File: src/rtl/stream_xbar.sv
// Stream crossbar: S source streams routed to M sink streams by s_dest_i.
// Each sink arbitrates round-robin per packet and holds the grant until last.
//
// Ports:
//   clk_i, rst_i   clock, asynchronous active-high reset
//   s_data_i[S]    source beat data          s_dest_i[S]  destination index
//   s_last_i[S]    source last beat          s_valid_i[S] source valid
//   s_ready_o[S]   source beat accepted
//   m_data_o[M]    sink beat data            m_id_o[M]    granted source index
//   m_last_o[M]    sink last beat            m_valid_o[M] sink valid
//   m_ready_i[M]   sink ready
module stream_xbar #(
    parameter int T_DATA_WIDTH = 8,
    parameter int S_DATA_COUNT = 2,
    parameter int M_DATA_COUNT = 3
) (
    input  logic                     clk_i,
    input  logic                     rst_i,
    input  logic [T_DATA_WIDTH-1:0]  s_data_i  [S_DATA_COUNT],
    input  logic [$clog2(M_DATA_COUNT)-1:0] s_dest_i [S_DATA_COUNT],
    input  logic [S_DATA_COUNT-1:0]  s_last_i,
    input  logic [S_DATA_COUNT-1:0]  s_valid_i,
    output logic [S_DATA_COUNT-1:0]  s_ready_o,
    output logic [T_DATA_WIDTH-1:0]  m_data_o  [M_DATA_COUNT],
    output logic [$clog2(S_DATA_COUNT)-1:0] m_id_o [M_DATA_COUNT],
    output logic [M_DATA_COUNT-1:0]  m_last_o,
    output logic [M_DATA_COUNT-1:0]  m_valid_o,
    input  logic [M_DATA_COUNT-1:0]  m_ready_i
);

    localparam int T_ID___WIDTH = $clog2(S_DATA_COUNT);
    localparam int T_DEST_WIDTH = $clog2(M_DATA_COUNT);

    typedef enum logic {
        IDLE = 1'b0,
        BUSY = 1'b1
    } state_t;

    // Source index found i steps above pointer p, wrapping at S.
    function automatic logic [T_ID___WIDTH-1:0] rr_idx(
        input logic [T_ID___WIDTH-1:0] p,
        input int                      i
    );
        int t;
        t = (int'(p) + i) % S_DATA_COUNT;
        return T_ID___WIDTH'(t);
    endfunction

    // One-hot "granted by this sink" and "made ready by this sink" per output,
    // OR-reduced through an accumulation chain.
    logic [S_DATA_COUNT-1:0] gnt_oh  [M_DATA_COUNT];
    logic [S_DATA_COUNT-1:0] rdy_oh  [M_DATA_COUNT];
    logic [S_DATA_COUNT-1:0] gnt_acc [M_DATA_COUNT+1];
    logic [S_DATA_COUNT-1:0] rdy_acc [M_DATA_COUNT+1];
    logic [S_DATA_COUNT-1:0] granted;
    logic [S_DATA_COUNT-1:0] discard;
    logic [S_DATA_COUNT-1:0] req     [M_DATA_COUNT];

    assign gnt_acc[0] = '0;
    assign rdy_acc[0] = '0;
    assign granted    = gnt_acc[M_DATA_COUNT];
    assign s_ready_o  = rdy_acc[M_DATA_COUNT] | discard;

    // Beats addressed past the last sink are swallowed, unless the source
    // already owns a sink (dest is ignored once granted).
    for (genvar s = 0; s < S_DATA_COUNT; s++) begin : g_src
        assign discard[s] = s_valid_i[s] && !granted[s]
                         && (int'(s_dest_i[s]) >= M_DATA_COUNT);
    end

    for (genvar x = 0; x < M_DATA_COUNT; x++) begin : g_out
        state_t                  st_q;
        logic [T_ID___WIDTH-1:0] g_q;
        logic [T_ID___WIDTH-1:0] g_d;
        logic [T_ID___WIDTH-1:0] p_q;
        logic                    hit;
        logic                    busy;
        logic                    fin;

        for (genvar s = 0; s < S_DATA_COUNT; s++) begin : g_req
            assign req[x][s] = s_valid_i[s] && !granted[s]
                            && (int'(s_dest_i[s]) == x);
        end

        assign busy = (st_q == BUSY);
        assign fin  = busy && s_valid_i[g_q] && s_last_i[g_q]
                   && m_ready_i[x];

        assign gnt_oh[x] = busy ?
            ({{(S_DATA_COUNT-1){1'b0}}, 1'b1} << g_q) : '0;
        assign rdy_oh[x] = m_ready_i[x] ? gnt_oh[x] : '0;
        assign gnt_acc[x+1] = gnt_acc[x] | gnt_oh[x];
        assign rdy_acc[x+1] = rdy_acc[x] | rdy_oh[x];

        // Round-robin search starting one above the last winner.
        always_comb begin
            hit = 1'b0;
            g_d = p_q;
            for (int i = 1; i <= S_DATA_COUNT; i++) begin
                if (!hit && req[x][rr_idx(p_q, i)]) begin
                    hit = 1'b1;
                    g_d = rr_idx(p_q, i);
                end
            end
        end

        always_ff @(posedge clk_i or posedge rst_i) begin
            if (rst_i) begin
                st_q <= IDLE;
                g_q  <= '0;
                p_q  <= T_ID___WIDTH'(S_DATA_COUNT - 1);
            end else begin
                unique case (st_q)
                    IDLE: begin
                        if (hit) begin
                            st_q <= BUSY;
                            g_q  <= g_d;
                        end
                    end
                    BUSY: begin
                        if (fin) begin
                            st_q <= IDLE;
                            p_q  <= g_q;
                        end
                    end
                endcase
            end
        end

        // Data path is a pure mux once granted: no added latency per beat.
        assign m_data_o[x]  = busy ? s_data_i[g_q] : '0;
        assign m_id_o[x]    = busy ? g_q : '0;
        assign m_valid_o[x] = busy && s_valid_i[g_q];
        assign m_last_o[x]  = busy && s_valid_i[g_q] && s_last_i[g_q];
    end

endmodule

File: config.mk
export PLATFORM = sky130hd
export DESIGN_NAME = stream_xbar
export DESIGN_NICKNAME = d
export VERILOG_FILES = /design/src/rtl/stream_xbar.sv
export SDC_FILE = /design/constraint.sdc
export NUM_CORES = 1
export LEC_CHECK = 0
export ABC_AREA = 1
export CAP_MARGIN = 20
export CORE_AREA = 2 2 57 59
export CTS_BUF_LIST = sky130_fd_sc_hd__clkbuf_4 sky130_fd_sc_hd__clkbuf_8
export CTS_CLUSTER_SIZE = 20
export DETAILED_ROUTE_END_ITERATION = 8
export DIE_AREA = 0 0 59 61
export GPL_TIMING_DRIVEN = 1
export PLACE_DENSITY = 0.74
export SLEW_MARGIN = 10
export SYNTH_ARGS = -nofsm -noshare
export SYNTH_HDL_FRONTEND = slang
export SYNTH_SLANG_ARGS = --single-unit
File: constraint.sdc
create_clock -name clk_i -period 1.2 [get_ports clk_i]
set_input_delay 0.12 -clock clk_i [delete_from_list [all_inputs] [get_ports clk_i]]
set_output_delay 0.12 -clock clk_i [all_outputs]
set_load 0.02 [all_outputs]
Yosys cells after proc, flatten, opt, wreduce, memory -nomap -nowiden
Cells that the tools add are included.
{"block": "word_totals", "register_bits": 9, "in_bits": 29, "output_inout_bits": 35}
{"block": "classes", "add_sub_neg": 6, "order_cmp": 14, "eq_ne": 4, "n_shift": 3, "n_mux": 66, "n_bitwise": 11, "n_reduce_logical": 35}
{"operator": "two-way mux 8 bit", "n": 12}
{"operator": "two-way mux 1 bit", "n": 45}
{"operator": "logical AND 1 bit", "n": 22}
{"operator": "less-than comparator 1 x 2 -> 1 bit, second input constant", "n": 9}
{"operator": "two-way mux 2 bit", "n": 6}
{"operator": "AND reduction 2 bit", "n": 6}
{"operator": ">= comparator 2 bit, second input constant", "n": 5}
{"operator": "bitwise OR 2 bit", "n": 5}
{"operator": "== test 2 bit, second input constant", "n": 4}
{"operator": "adder 1 bit, second input constant", "n": 6}
{"operator": "inverter 1 -> 2 bit", "n": 3}
{"operator": "case mux 1 bit (2 select lines)", "n": 3}
{"operator": "<< shifter 1 x 1 -> 2 bit, first input constant", "n": 3}
{"operator": "zero test 1 bit", "n": 5}
{"operator": "zero test 2 bit", "n": 2}
{"operator": "inverter 1 bit", "n": 3}

Logic depth before layout (Yosys ltp)
{"block": "depth", "word_depth": 15, "mapped_depth": 7}

Worst setup path before layout
No wires, ideal clock.
{"block": "synth_timing", "path_kind": "register to output", "startpoint": "register g_out[1].g_q", "endpoint": "output m_last_o[1]", "arrival_ns": 1.199, "setup_slack_ns": -0.119, "stages_incl_launch_ff": 6, "path_buffers": 0, "cell_sequence": "dfrtp_1 > nand2_2 > inv_2 > nand2_1 > nand2_1 > and2_1"}
{"block": "synth_via", "elab_chain_cells": 4, "word_cells_on_any_way": 6}
{"element": "from (decl)", "line": "73", "source": "logic [T_ID___WIDTH-1:0] g_q;"}
{"element": "from (signal assigned)", "line": "117", "source": "g_q <= g_d;"}
{"element": "two-way mux 1 bit (2 in a row)"}
{"element": "logical AND 1 bit"}
{"element": "via m_valid_o[1]", "line": "27", "source": "output logic [M_DATA_COUNT-1:0] m_valid_o,"}
{"element": "logical AND 1 bit", "line": "134", "source": "assign m_last_o[x] = busy && s_valid_i[g_q] && s_last_i[g_q];"}
{"element": "to (decl)", "line": "26", "source": "output logic [M_DATA_COUNT-1:0] m_last_o,"}
The timed path passes the listed nets, and every way through them passes these cells. The select of a mux whose other input is x is not followed.

Worst setup path after layout
{"block": "layout_timing", "startpoint": "register g_out[0].g_q", "endpoint": "output s_ready_o[0]"}
{"block": "layout_via", "elab_chain_cells": 8, "word_cells_on_any_way": 11}
{"element": "from (decl)", "line": "73"}
{"element": "from (signal assigned)", "line": "117"}
{"element": "<< shifter 1 x 1 -> 2 bit (*)", "line": "90", "source": "({{(S_DATA_COUNT-1){1'b0}}, 1'b1} << g_q) : '0;"}
{"element": "two-way mux 2 bit (*)", "line": "89", "source": "assign gnt_oh[x] = busy ?"}
{"element": "bitwise OR 2 bit (2 in a row)", "line": "92", "source": "assign gnt_acc[x+1] = gnt_acc[x] | gnt_oh[x];"}
{"element": "zero test 1 bit", "line": "67", "source": "assign discard[s] = s_valid_i[s] && !granted[s]"}
{"element": "logical AND 1 bit", "line": "67"}
{"element": "logical AND 1 bit", "line": "68", "source": "&& (int'(s_dest_i[s]) >= M_DATA_COUNT);"}
{"element": "bitwise OR 2 bit (*)", "line": "62", "source": "assign s_ready_o = rdy_acc[M_DATA_COUNT] | discard;"}
{"element": "to (decl)", "line": "23", "source": "output logic [S_DATA_COUNT-1:0] s_ready_o,"}
Every way passes the cells marked *; elsewhere a longest branch is shown, timed or not.

==> impl_metrics.toml <==
[run_status]
violations = "negative setup slack"
status = "finished, violations left"

[critical_path]
cpMaxStageDelayCell = "dfrtp_2"
slowest_delay_ns = 0.47
worst_setup_path_end_kind = "primary output"
reg2reg_depth = 8
reg2reg_from = "g_out[0].g_q"
start_kind = "register"
crit_arrival_ns = 1.41
worst_path_most_repeated_cell = "nand2_4"
cp_max_fo = 6
required_ns = 1.08
cp-startpoint = "g_out[0].g_q"
timing.critical_path.cells = "inv_2 > nand2_4 > nand2_4 > nor2_8 > nand3_2 > nand4_1 > buf_4"
setup.worst_path.class = "reg2out"

[floorplanning]
coreArea_mm2 = 0.00295
io_pins = 64
start_util_pct = 31.5
rows = 20
die_area_mm2 = 0.00360
fp.dieH_um = 61
die_x_um = 59

[sta]
max_freq_ghz = 0.655
worst_slack_ns = -0.327
rsz0062_at_grt = "yes"
worstMarginPinSlew_ns = 0.369
finalCritPeriodShare_pct = 127
whs_ns = 0.117
setup_viol = 44
maxSlewHeadroom_pct = 75.4
period_needed_ns = 1.53
hold_viol_final = 0
maxSlewViolCount = 0
skew_ns = 0.00626

[global_route]
grt_pass1_vias = 1446
grt_max_degree = 10
grt_pass1_wl_um = 6480
grt_usage_pct = 24.0
antenna_found_initial = 0
grt-ovfl-total = 0

[power]
p_sw_mw = 3.23
leakagePower_nw = 1.19
intPower_mw = 3.37
pwr-share-clk_pct = 4.3
peakVddDrop_v = 0.00168
switching_share_pct = 48.9
power.total_mw = 6.60
combPwrFrac_pct = 83.4
power_density_mw_per_mm2 = 2680
p_seq_share_pct = 12.3

[finish]
antenna_cells = 0
drive_above_1_share_pct = 64.2
final_cell_area_mm2 = 0.00246
fin_nets = 287
areaGrowthSynthToFinish_pct = 165
final_cells = 290

[placed_design]
dp.cells = 277
io_buffers = 63
gp_congestion = 0.843
post-dp-hpwl_um = 2870
placed_cell_area_mm2 = 0.00188

[clock_network]
clk_latency_ns = 0.28
clk_pin_slew_ns = 0.07
clk_path_buf_depth = 2
cts.sinks = 9
cts-root-buf = "clkbuf_4"
ctsHoldBuffers = 0
cts_tree = "built"
h-tree-depth = 1
cts_buffers = 3

[job]
maxCapViolCount = 0

[synthesis]
syn_area_um2 = 930
async_reset_ff_share_pct = 100
ys.flop_type = "dfrtp_1"
synthCells = 149
syn_area_per_cell_um2 = 6.24
synth_cell_types = 18
yosysWarnings = 0
ys_seq_area_share_pct = 24.6
synth_fp_nets = 178
synth_edf_count = 0
synth.ff_latch_count = 9

[routing]
drt_iter0_drc = 112
first_pass_iters = 4
antenna_left = 0
post-route-drc-count = 0
via_per_inst = 5.29
wl_per_cell_um = 17.5
wl_um = 5070
route.vias.total = 1534

[min_path]
hold_path_class = "in2async"
==> layer usage <==
layer  up-vias  wire length, um  GRT usage (%)
li1        715                -              -
met1       731             1930           27.4
met2        75             2710           45.2
met3        13              312           4.26
met4         0              114           7.47
met5         -                0              0
==> worst paths after layout <==
path	end	slack [ns]
worst max-delay path	s_ready_o[0]	-0.33
worst min-delay path	g_out[1].busy	0.12
worst max register to register	g_out[0].g_q	-0.19
worst min register to register	g_out[0].p_q	0.49
max in group asynchronous	g_out[2].p_q	0.77
min in group clk_i	g_out[0].p_q	0.49
==> power by group through the flow <==
| stage | clock network [mW] | logic [mW] | registers (mW) |
|---|---|---|---|
| 6_report | 0.282 | 5.51 | 0.812 |
| 5_1_grt | 0.291 | 5.76 | 0.822 |
| 4_1_cts | 0.268 | 4.68 | 0.763 |
| 3_5_place_dp | 0 | 3.87 | 0.686 |
| 3_3_place_gp | 0 | 3.84 | 0.681 |
| 2_1_floorplan | 0 | 1.90 | 0.631 |
==> logic make-up after synthesis <==
family	synth area share [%]
compound gates	19.4
flops	24.6
buf+inv	13.7
simple gates	42.3
==> critical path, delay by kind of cell, from the launching register on <==
kind                   cells  cell delay, ns
flip-flops                 1            0.47
buffers and inverters      2            0.23
AND/OR/NAND/NOR            5            0.44
==> repair_timing <==
action / in CTS / in global routing
resized for setup: 264 / 49
pin swaps: 14 / 9
setup endpoints to repair: 43 / 44
buffers inserted: 8 / 6
endpoints found under the hold margin: 0 / 0
==> cells in the mapped netlist, types with 2 or more instances <==
cell,count,area [um^2]
o22ai_1,24,150
nand4_1,2,12.5
nand2_1,30,113
dfstp_2,3,78.8
o21ai_0,3,15.0
dfrtp_1,6,150
nand2_2,8,50.1
nand2_4,2,22.5
and2_1,2,12.5
o21ai_1,3,15.0
nand3_1,17,85.1
inv_2,5,18.8
inv_1,29,109
nand3_2,3,30.0
nor2_1,9,33.8
==> cells in the final DEF, fill, tap and decap left out, drive strengths merged <==
cell type,n
buf,76
nand2,40
inv,34
clkdlybuf4s50,28
o22ai,24
nand3,20
nor2,11
dfrtp,6
o21ai,6
clkbuf,4
and2,3
dfstp,3
nand4,2
==> flip-flops by register name, summed over array words and instances (netlist names) <==
signal and cells:
g_out.p_q 3, g_out.busy 3, g_out.g_q 3
==> stage by stage <==
stage	utilization, %	setup TNS (ns)	worst slack (ns)
global placement	63.5	-16.89	-0.669
floorplan	-	0	0.00154
global route	83.4	-11.27	-0.389
detailed placement	63.5	-17.64	-0.653
CTS	75.1	-7.79	-0.262
finish	83.4	-9.66	-0.327
==> cell type report <==
cell class / count / area (um^2)
clock buffer: 4 / 30.0
fill: 156 / 490
inverter: 34 / 135
multi-input combinational: 106 / 963
sequential: 9 / 236
tap: 33 / 41.3
timing repair buffer: 104 / 1060
Note: power is estimated with default switching activity, not from simulation.
